**config.mk**
```make
export PLATFORM = sky130hd
export DESIGN_NAME = dogm132_spi_deser
export DESIGN_NICKNAME = d
export VERILOG_FILES = /design/src/rtl/dogm132_pkg.sv /design/src/rtl/dogm132_spi_deser.sv
export SDC_FILE = /design/constraint.sdc
export NUM_CORES = 1
export LEC_CHECK = 0
export ABC_AREA = 1
export BUFFER_PORTS_ARGS = -buffer_cell sky130_fd_sc_hd__buf_2
export CORE_MARGIN = 3
export CORE_UTILIZATION = 50
export DETAILED_ROUTE_END_ITERATION = 16
export PLACE_DENSITY = 0.82
export SYNTH_ARGS = -nofsm -noshare
export SYNTH_HDL_FRONTEND = slang
export SYNTH_SLANG_ARGS = --single-unit
```
**constraint.sdc**
```tcl
create_clock -name clk_in -period 3.15 [get_ports clk_in]
set_clock_uncertainty 0.1 [all_clocks]
set_input_delay 0.315 -clock clk_in [delete_from_list [all_inputs] [get_ports clk_in]]
set_output_delay 0.315 -clock clk_in [all_outputs]
set_load 0.02 [all_outputs]
```
**src/rtl/dogm132_pkg.sv**
```systemverilog
// Shared constants, opcode values, widths and decoder state type for the DOGM132 receive model.
package dogm132_pkg;

    localparam int PAGES  = 4;
    localparam int PAGE_W = 2;
    localparam int COL_W  = 8;

    localparam logic [COL_W-1:0] COL_MAX = 8'd131;

    localparam logic [7:0] CMD_DISP_OFF = 8'hAE;
    localparam logic [7:0] CMD_DISP_ON  = 8'hAF;
    localparam logic [7:0] CMD_ADC_NORM = 8'hA0;
    localparam logic [7:0] CMD_ADC_REV  = 8'hA1;
    localparam logic [7:0] CMD_COM_NORM = 8'hC0;
    localparam logic [7:0] CMD_COM_REV  = 8'hC8;
    localparam logic [7:0] CMD_INV_OFF  = 8'hA6;
    localparam logic [7:0] CMD_INV_ON   = 8'hA7;
    localparam logic [7:0] CMD_IND_OFF  = 8'hAC;
    localparam logic [7:0] CMD_IND_ON   = 8'hAD;
    localparam logic [7:0] CMD_VOLUME   = 8'h81;
    localparam logic [7:0] CMD_BOOSTER  = 8'hF8;
    localparam logic [7:0] CMD_RESET    = 8'hE2;
    localparam logic [7:0] CMD_PAGE     = 8'hB0;

    localparam logic [5:0] VOLUME_RST = 6'h20;

    typedef enum logic [1:0] {
        ST_CMD,
        ST_ARG_VOL,
        ST_ARG_BOOST,
        ST_ARG_IND
    } dec_state_t;

    // Column set commands may assemble an address past the last column; pin it there.
    function automatic logic [COL_W-1:0] clamp_col(input logic [COL_W-1:0] c);
        return (c > COL_MAX) ? COL_MAX : c;
    endfunction

endpackage

```
**src/rtl/dogm132_spi_deser.sv**
```systemverilog
// SPI slave deserialiser: 2-FF input synchronisers, SCK rise detect, MSB-first shift register.
module dogm132_spi_deser
    import dogm132_pkg::*;
(
    input  logic       clk_in,
    input  logic       reset_in,
    input  logic       clear,
    input  logic       cs_n,
    input  logic       sck,
    input  logic       sdata,
    input  logic       a0,
    output logic       byte_done,
    output logic [7:0] rx_byte,
    output logic       rx_a0
);

    logic [1:0] cs_sync;
    logic [1:0] sck_sync;
    logic [1:0] data_sync;
    logic [1:0] a0_sync;
    logic       sck_prev;
    logic       sck_rise;
    logic [2:0] bit_cnt;
    logic [7:0] shift;

    assign sck_rise = sck_sync[1] & ~sck_prev;
    assign rx_byte  = shift;

    // Synchronisers only see the hard reset: clearing them on a soft reset
    // while SCK is still high would fabricate a rising edge.
    // NOTE: sequential state uses non-blocking assignments so every flop samples pre-edge values.
    always_ff @(posedge clk_in) begin
        if (reset_in) begin
            cs_sync   <= 2'b11;
            sck_sync  <= 2'b00;
            data_sync <= 2'b00;
            a0_sync   <= 2'b00;
            sck_prev  <= 1'b0;
        end else begin
            cs_sync   <= {cs_sync[0], cs_n};
            sck_sync  <= {sck_sync[0], sck};
            data_sync <= {data_sync[0], sdata};
            a0_sync   <= {a0_sync[0], a0};
            sck_prev  <= sck_sync[1];
        end
    end

    always_ff @(posedge clk_in) begin
        if (reset_in || clear) begin
            bit_cnt   <= 3'd0;
            shift     <= 8'h00;
            byte_done <= 1'b0;
            rx_a0     <= 1'b0;
        end else begin
            byte_done <= 1'b0;
            if (cs_sync[1]) begin
                bit_cnt <= 3'd0;
            end else if (sck_rise) begin
                shift   <= {shift[6:0], data_sync[1]};
                bit_cnt <= bit_cnt + 3'd1;
                if (bit_cnt == 3'd7) begin
                    byte_done <= 1'b1;
                    rx_a0     <= a0_sync[1];
                end
            end
        end
    end

endmodule

```
==> metrics.yaml <==
synth_top_area_share_pct: 56.5
synth_adder_area_share_pct: 3.21
worst-path-buf-inv: 1
post_cts_resized: 0
cts_setup_buffers: 0
outcome: "completed"
rsz0062_at_grt: "false"
io_buffers: 16
synth_fp_nets: 100
clock_latency_ns: 0.30
routed_wirelength_mm: 1.25
cts_tree: "built"
grt-ovfl-total: 0
synth-xor-area-share_pct: 1.12
synthToLayoutAreaGrowth_pct: 14.4
p_leak_nw: 0.395
netlist_instances: 91
clockBufferDepth: 2
die_h_um: 45.5
ys_top_cells_by_count: "23 x nand2_1, 22 x dfxtp_1, 11 x nor2_1, 10 x a21oi_1, 10 x inv_1"
ys_ff_latch: 22
muxShareOfSynthArea_pct: 0
fin_nets: 119
fp-row-count: 13
synth_flop_cell: "dfxtp_1"
setup-violations-final: 0
setup_tns_ns: 0
first_pass_iters: 4
preCtsSetupSlack_ns: 1.94
yosysUniqueCellTypes: 14
cts-root-buf: "clkbuf_4"
num_vias: 595
r2r_slack_ns: 1.92
cts_max_level: 1
dieArea_sq_um: 2070
yosysMostFrequentCell: "nand2_1"
max_freq_ghz: 0.788
clk_pin_slew_ns: 0.11
synth_edf_count: 0
drc: 0
numCtsBuffers: 3
postCtsHoldBufs: 0
worstPathCellList: "buf_2"
ys_warn_count: 0
die_w_um: 45.5
multi_input_comb_area_sq_um: 268
wl_per_cell_um: 10.1
syn_area_per_cell_sq_um: 8.57
core_area_sq_um: 1380
hold_path_class: "in2reg"
cts_sinks: 22
cp_top_family: "flip-flops"
synth_area_leaders: "dfxtp_1 57%, nand2_1 11%, a21oi_1 6.4%"
synth-simple-area-share_pct: 23.6
slew_headroom_pct: 82.5
powerDensity_nw_per_um2: 507
period_needed_ns: 1.27
num_io_pins: 17
path_class: "reg2out"
start_util_pct: 56.4
synth_area_sq_um: 779
final-hold-violation-count: 0
grt_util_all_layers_pct: 13.9
maxCapViolations: 0
ys_async_sr_fraction_pct: 0
worst_pin_slew_ns: 0.263
critPathMaxStageDelay_ns: 0.37
yosys.area.top_type: "dfxtp_1"
post_route_cells_drive_above_1_share_pct: 25.7
synth_top_family_by_area: "simple AND/OR/NAND/NOR gates"
cp_slowest_cell: "dfxtp_1"
cp.required_ns: 2.73
grt_pass1_vias: 486
via_per_inst: 4.80
finalCritPeriodShare_pct: 40.3
ant_nets: 0
diodes: 0
peakVddDrop_mv: 0.460
grt_first_pass_wirelength_mm: 1.99
grt_max_degree: 13
synth-compound-area-share_pct: 6.42
post-dp-hpwl_um: 945
n_fill_cell: 124
antenna_found_initial: 0
cp.arrival_ns: 0.85
seq_area_sq_um: 440
ys_seq_area_share_pct: 56.5
cp-end-kind: "output port"
timing.final.ws_setup_ns: 1.88
startpoint_type: "flip-flop"
place_congestion: 0.708
maxSlewViolCount: 0
drt_iter0_drc: 8
crit_fanout: 3
metrics by stage:
stage                     power, mW  utilization, %  hold WS, ns  cell area, sq um  cells
after global placement        0.308            61.9        0.291               856    120
after detailed placement      0.309            61.9        0.294               856    120
final                         0.452            64.5       0.0906               892    124
after CTS                     0.458            64.5       0.0875               892    124
after floorplan               0.303               -        0.288               779     91
after global routing          0.472            64.5       0.0892               892    124
sequential cells by signal, summed over array words and instances, names as in the netlist:
| register | count |
|---|---|
| cs_sync | 2 |
| sck_sync | 2 |
| rx_a0 | 1 |
| rx_byte | 8 |
| a0_sync | 2 |
| byte_done | 1 |
| sck_prev | 1 |
| bit_cnt | 3 |
| data_sync | 2 |
placed cells by master, fill, tap and decap left out:
cell type  count
a21oi_1       10
buf_2         16
clkbuf_4       3
clkbuf_8       1
dfxtp_1       22
ha_1           2
inv_1         10
inv_2          3
nand2_1       23
nand3_2        1
nand4_1        1
nor2_1        11
nor2_4         2
nor3_1         1
or2_2          2
xor2_1         1
per-layer routing:
layer / up-vias / track usage, % / wire (um)
li1: 310 / - / -
met1: 259 / 16.3 / 519
met2: 21 / 21.4 / 625
met3: 5 / 2.37 / 62
met4: 0 / 12.3 / 42
met5: - / 0 / 0
worst paths after layout:
path,start,end,depth (start not counted)
setup / recovery,rx_byte[3],rx_byte[3],1
hold / removal,cs_n,cs_sync[0],2
setup reg to reg,sck_sync[1],rx_byte[6],4
hold reg to reg,a0_sync[0],a0_sync[1],2
kinds of logic (layout without fill, tap and decap cells):
group | count (synthesis) | count (layout)
buffers and inverters | 15 | 33
AOI/OAI and AO/OA | 10 | 10
adders and majority gates | 2 | 2
DFF | 22 | 22
and+or+nand+nor | 41 | 41
xor gates and xnor gates | 1 | 1
worst reg2reg max path, stage by stage (launching register included):
cell,delay [ns]
dfxtp_1,0.40
nand3_2,0.25
inv_2,0.21
nand2_1,0.07
a21oi_1,0.13
power by group:
part	internal (mW)	switching, mW	total (mW)	leakage, nW
sequential	0.283	0.00186	0.285	0.179
combinational	0.00655	0.0103	0.0168	0.194
clock	0.0706	0.0795	0.150	0.0210
final cells by class:
type                       instances  share of cell area (%)
clock buffer                       4                    4.07
timing repair buffer              16                    8.98
multi-input combinational         54                    30.0
sequential                        22                    49.4
tap                               15                    2.10
inverter                          13                    5.47
Note: power is estimated with default switching activity, not from simulation.
